File: src/rtl/fpu_cvt_sw_if.sv
// Request/result handshake bundle between integer read port, fpu_cvt_sw and FP write port.
// Valid/ready on both sides; master drives requests and consumes results.
interface fpu_cvt_sw_if;
    logic        in_valid;
    logic        in_ready;
    logic [31:0] in_data;
    logic        in_signed;
    logic        out_valid;
    logic        out_ready;
    logic [31:0] out_data;

    modport master (
        output in_valid, in_data, in_signed, out_ready,
        input  in_ready, out_valid, out_data
    );

    modport slave (
        input  in_valid, in_data, in_signed, out_ready,
        output in_ready, out_valid, out_data
    );
endinterface

File: src/rtl/fpu_cvt_sw.sv
// Iterative int32/uint32 -> binary32 encoder; 1 cycle for zero else 3 + normalization steps; result held in DONE until out_ready.
// FPU_CVT_RNE_EN selects round-to-nearest-even, otherwise truncation; accepts only in IDLE (one bubble after each result).
module fpu_cvt_sw #(
    parameter int NORM_STEP = 4
) (
    input  logic         clk,
    input  logic         rst_n,
    fpu_cvt_sw_if.slave  io,
    output logic         busy
);

    typedef enum logic [1:0] {IDLE, NORM, PACK, DONE} state_t;

    localparam logic [5:0] STEP = 6'(NORM_STEP);

    state_t      state_q, state_d;
    logic [31:0] mag_q, mag_d;
    logic [5:0]  sc_q, sc_d;
    logic        sign_q, sign_d;
    logic [31:0] out_data_q, out_data_d;
    logic        in_ready_q, in_ready_d;
    logic        out_valid_q, out_valid_d;
    logic        busy_q, busy_d;

    logic [31:0] in_mag;
    logic        in_sign;
    logic [7:0]  exp_w;
    logic [22:0] mant_w;
`ifdef FPU_CVT_RNE_EN
    logic        round_up;
    logic        mant_carry;
`endif

    always_comb begin
        state_d     = state_q;
        mag_d       = mag_q;
        sc_d        = sc_q;
        sign_d      = sign_q;
        out_data_d  = out_data_q;
        in_ready_d  = in_ready_q;
        out_valid_d = out_valid_q;
        busy_d      = busy_q;

        in_sign = io.in_signed & io.in_data[31];
        in_mag  = in_sign ? -io.in_data : io.in_data;

        exp_w  = 8'd158 - {2'b00, sc_q};
        mant_w = mag_q[30:8];
`ifdef FPU_CVT_RNE_EN
        round_up = mag_q[7] & ((|mag_q[6:0]) | mag_q[8]);
        {mant_carry, mant_w} = {1'b0, mag_q[30:8]} + {23'd0, round_up};
        // Carry out means the mantissa wrapped to zero: bump the exponent.
        if (mant_carry) begin
            exp_w = exp_w + 8'd1;
        end
`endif

        case (state_q)
            IDLE: begin
                if (io.in_valid && in_ready_q) begin
                    sign_d     = in_sign;
                    mag_d      = in_mag;
                    sc_d       = '0;
                    in_ready_d = 1'b0;
                    busy_d     = 1'b1;
                    if (in_mag == 32'd0) begin
                        out_data_d  = 32'd0;
                        out_valid_d = 1'b1;
                        state_d     = DONE;
                    end else begin
                        state_d = NORM;
                    end
                end
            end
            NORM: begin
                if (mag_q[31]) begin
                    state_d = PACK;
                end else if (mag_q[31 -: NORM_STEP] == '0) begin
                    mag_d = mag_q << NORM_STEP;
                    sc_d  = sc_q + STEP;
                end else begin
                    mag_d = mag_q << 1;
                    sc_d  = sc_q + 6'd1;
                end
            end
            PACK: begin
                out_data_d  = {sign_q, exp_w, mant_w};
                out_valid_d = 1'b1;
                state_d     = DONE;
            end
            DONE: begin
                if (io.out_ready) begin
                    out_valid_d = 1'b0;
                    in_ready_d  = 1'b1;
                    busy_d      = 1'b0;
                    state_d     = IDLE;
                end
            end
            default: begin
                state_d     = IDLE;
                in_ready_d  = 1'b1;
                out_valid_d = 1'b0;
                busy_d      = 1'b0;
            end
        endcase
    end

    always_ff @(posedge clk or negedge rst_n) begin
        if (!rst_n) begin
            state_q     <= IDLE;
            mag_q       <= '0;
            sc_q        <= '0;
            sign_q      <= 1'b0;
            out_data_q  <= '0;
            in_ready_q  <= 1'b1;
            out_valid_q <= 1'b0;
            busy_q      <= 1'b0;
        end else begin
            state_q     <= state_d;
            mag_q       <= mag_d;
            sc_q        <= sc_d;
            sign_q      <= sign_d;
            out_data_q  <= out_data_d;
            in_ready_q  <= in_ready_d;
            out_valid_q <= out_valid_d;
            busy_q      <= busy_d;
        end
    end

    assign io.in_ready  = in_ready_q;
    assign io.out_valid = out_valid_q;
    assign io.out_data  = out_data_q;
    assign busy         = busy_q;

endmodule

File: src/flat_wrapper.sv
// flat-port wrapper written by rule: the top's interface ports become plain ports
module fpu_cvt_sw_flat 
#(
    parameter int NORM_STEP = 4
)
  (clk, rst_n, busy, io_in_valid, io_in_data, io_in_signed, io_out_ready, io_in_ready, io_out_valid, io_out_data);
  fpu_cvt_sw_if io_i ();
  input  logic clk;
  input  logic rst_n;
  output logic busy;
  input wire logic [$bits(io_i.in_valid)-1:0] io_in_valid;
  input wire logic [$bits(io_i.in_data)-1:0] io_in_data;
  input wire logic [$bits(io_i.in_signed)-1:0] io_in_signed;
  input wire logic [$bits(io_i.out_ready)-1:0] io_out_ready;
  output wire logic [$bits(io_i.in_ready)-1:0] io_in_ready;
  output wire logic [$bits(io_i.out_valid)-1:0] io_out_valid;
  output wire logic [$bits(io_i.out_data)-1:0] io_out_data;
  assign io_i.in_valid = io_in_valid;
  assign io_i.in_data = io_in_data;
  assign io_i.in_signed = io_in_signed;
  assign io_i.out_ready = io_out_ready;
  assign io_in_ready = io_i.in_ready;
  assign io_out_valid = io_i.out_valid;
  assign io_out_data = io_i.out_data;
  fpu_cvt_sw #(.NORM_STEP(NORM_STEP)) u_core (.clk(clk), .rst_n(rst_n), .io(io_i), .busy(busy));
endmodule
File: config.mk
export PLATFORM = sky130hd
export DESIGN_NAME = fpu_cvt_sw_flat
export DESIGN_NICKNAME = d
export VERILOG_FILES = /design/src/rtl/fpu_cvt_sw_if.sv /design/src/rtl/fpu_cvt_sw.sv /design/src/flat_wrapper.sv
export SDC_FILE = /design/constraint.sdc
export NUM_CORES = 1
export LEC_CHECK = 0
export BUFFER_PORTS_ARGS = -buffer_cell sky130_fd_sc_hd__buf_2
export CORE_MARGIN = 2
export CORE_UTILIZATION = 53
export CTS_CLUSTER_DIAMETER = 100
export DETAILED_ROUTE_END_ITERATION = 16
export MAX_ROUTING_LAYER = met4
export PLACE_DENSITY = 0.74
export SYNTH_ARGS = -nofsm -noshare
export SYNTH_HDL_FRONTEND = slang
export SYNTH_SLANG_ARGS = --single-unit
File: constraint.sdc
create_clock -name clk -period 2.2 [get_ports clk]
set_input_delay 0.55 -clock clk [delete_from_list [all_inputs] [get_ports clk]]
set_output_delay 0.55 -clock clk [all_outputs]
set_load 0.005 [all_outputs]
==> metrics.yaml <==
setup_path:
  crit_type: "input pin to flop"
  required_ps: 2490
  startpoint_type: "input pin"
  crit_buf_inv: 4
  arrival_ps: 3210
  path_delay_family: "simple AND/OR/NAND/NOR gates"
  crit_fanout: 16
  max_stage_delay_ps: 450
  crit_chain: "buf_8 > buf_4 > o311ai_1 > xor2_1 > nand4_1 > nor4_4 > nand3_1 > or3_4 > o41ai_4 > buf_6 > buf_12 > a32o_1"
  cp_slowest_cell: "o311ai_1"
  critPathCaptureType: "flop"
cells_and_area:
  drive_gt1_share_pct: 39.9
  nNetsFinal: 770
  instances_no_fill: 858
  nFillCells: 676
  n_antenna_cell: 0
  layout_commonest_cell: "buf_4"
  syn2layout_area_growth_pct: 39.2
  final_cell_mix: "buf_4 (113), dfrtp_1 (75), buf_2 (67)"
synth:
  ys_seq_area_share_pct: 37.2
  synth_top_area_share_pct: 36.7
  synthArstFlopShare_pct: 100
  yosysWarningCount: 0
  yosysUniqueCellTypes: 70
  synthCells: 559
  syn_area_per_cell_um2: 9.15
  synth_edf_count: 0
  syn-num-nets: 605
  syn-cell-area_um2: 5110
  synthFlopType: "dfrtp_1"
  ys_seq_elements: 76
  synth_top_area_cell: "dfrtp_1"
  synth.area.top_cells: "dfrtp_1 (37%), nand2_1 (4.0%), mux2i_1 (3.7%)"
grt:
  grt_pass1_vias: 5117
  grt_pass1_wl_mm: 26.0
  overflow: 0
  grt_max_degree: 34
  grt.total_usage_pct: 32.5
  antenna_found_initial: 0
power_and_ir_drop:
  power_frac_seq_pct: 35.8
  p_int_mw: 4.23
  power.switching_mw: 2.94
  power_density_nw_per_um2: 1010
  clkPwrFrac_pct: 15.7
  swShare_pct: 41.0
  ir_drop_mv: 0.693
  leakage_nw: 3.15
  combPwrFrac_pct: 48.5
placed_design:
  finalWeightedCongestion: 0.977
  dp_slack_ps: -1260
  placedCellCount: 826
  place_hpwl_mm: 11.6
  io_buffer_count: 71
clock_tree:
  cts.path.max_buffers: 2
  h-tree-depth: 3
  hold_buffers: 0
  cts_made_buffers: 9
  clk_pin_slew_ps: 100
  clk_latency_ps: 360
  root_buffer: "clkbuf_8"
  clkSinkCount: 76
  cts_tree: "done"
sta:
  relSlewSlack_pct: 54.0
  rsz0062_at_grt: "true"
  whs_ps: 226
  clock_skew_ps: 16.6
  setup_ws_ps: -722
  fmax_ghz: 0.342
  slew_violations: 0
  final.period_utilization_pct: 133
  final_hold_viol_count: 0
  setup_violations: 35
  min_period_ps: 2920
  tightest_slew_ps: 690
floorplanning:
  core_area_um2: 9280
  boundaryPins: 72
  die_area_um2: 10500
  rows: 35
  dieHeight_um: 102
  die_width_um: 102
  initial_utilization_pct: 55.1
route:
  ant_nets: 0
  met1_length_mm: 7.06
  wl_per_cell_um: 19.2
  wl_mm: 16.5
  detailedRoute.firstPassIterationCount: 5
  met2_length_mm: 7.72
  route.met3.wl_mm: 1.17
  highest_layer: "met4"
  via_count: 5459
  viasPerCell: 6.36
  remaining_drc_errors: 0
  drt_iter0_drc: 389
outcome:
  outcome: "complete, but fails checks"
  violations: "negative setup slack"
flow_run:
  maxCapViolations: 0
worst_hold_path:
  hold_class: "input pin to asynchronous set/reset pin"
## layer usage
metal  up-vias  GRT usage [%]
li1       2462              -
met1      2646           44.0
met2       294           49.7
met3        57           5.06
met4         0           11.2
met5         -              -
## kinds of logic (layout without fill, tap and decap cells)
group	count (synthesis)	after routing	share of synthesized area, %
AO/OA/AOI/OAI	175	175	26.2
XOR/XNOR	29	29	4.97
adder cells (fa/ha/maj)	9	9	2.20
buffers and inverters	59	228	5.16
flip-flops	76	76	37.2
multiplexers	22	22	4.38
AND/OR/NAND/NOR	189	190	19.9
## cell usage after synthesis, types with 16 or more instances
library cell / n
a32o_1: 18
clkbuf_1: 33
nor2_1: 34
xor2_1: 18
dfrtp_1: 75
nand2_1: 55
nor3_1: 17
o221ai_1: 17
a32o_2: 16
mux2i_1: 19
o21ai_0: 29
a21oi_1: 32
## state kept, by name, summed over array words and instances (netlist names)
register and cells:
u_core.state_q 2, u_core.busy 1, u_core.sign_q 1, u_core.io.out_valid 1, u_core.io.out_data 32, u_core.sc_q 6
u_core.mag_q 32, u_core.io.in_ready 1
## power by group through the flow
stage	clock (mW)	sequential, mW	combinational [mW]
floorplan	0	2.43	2.10
global placement	0	2.53	3.11
detailed placement	0	2.57	3.24
CTS	1.13	2.55	3.41
global route	1.19	2.63	3.79
finish	1.12	2.56	3.48
## worst reg2reg max path, cell delays in order, from the launching register on
cell and delay [ps]:
dfrtp_1 420, inv_1 130, ha_1 290, inv_1 80
o21ai_0 250, and2_4 260, buf_12 160, o221ai_1 150
o21a_1 130
## cell type report
class                      instances  area, µm²  share of cell area (%)
clock buffer                       9        124                    1.74
clock inverter                     7       83.8                    1.18
inverter                          12       52.6                   0.738
multi-input combinational        425       3300                    46.3
sequential                        76       1900                    26.7
tap                              129        161                    2.27
timing repair buffer             200       1500                    21.0
## what timing repair did
| action | in CTS | in global routing |
|---|---|---|
| buffers inserted | 12 | 3 |
| pin swaps | 9 | 11 |
| cloned | 2 | 0 |
| endpoints found under the setup margin | 40 | 52 |
| gates resized for setup | 41 | 18 |
## per-stage QoR
stage          setup TNS (ps)  utilization, %  power, mW  cell area (µm²)
4_1_cts                -19270            75.4       7.10             7000
3_3_place_gp           -46090            69.9       5.64             6490
3_5_place_dp           -48690            69.9       5.81             6490
2_1_floorplan          -24530               -       4.53             5280
6_report               -23580            76.7       7.17             7120
5_1_grt                -24410            76.7       7.62             7120
## worst paths after layout
path                                              from                     end  slack [ps]  cells after the start
worst min-delay path                             rst_n  u_core.io.out_data[19]         230                      1
max in group asynchronous                        rst_n        u_core.mag_q[11]        1390                      2
min in group clk                u_core.io.out_data[27]  u_core.io.out_data[27]         490                      1
worst max-delay path                     io_in_data[2]   u_core.io.out_data[2]        -720                     12
worst max register to register       u_core.state_q[0]         u_core.mag_q[4]         210                      8
worst min register to register  u_core.io.out_data[27]  u_core.io.out_data[27]         490                      1
No activity file was read; power rests on OpenSTA's default activity.
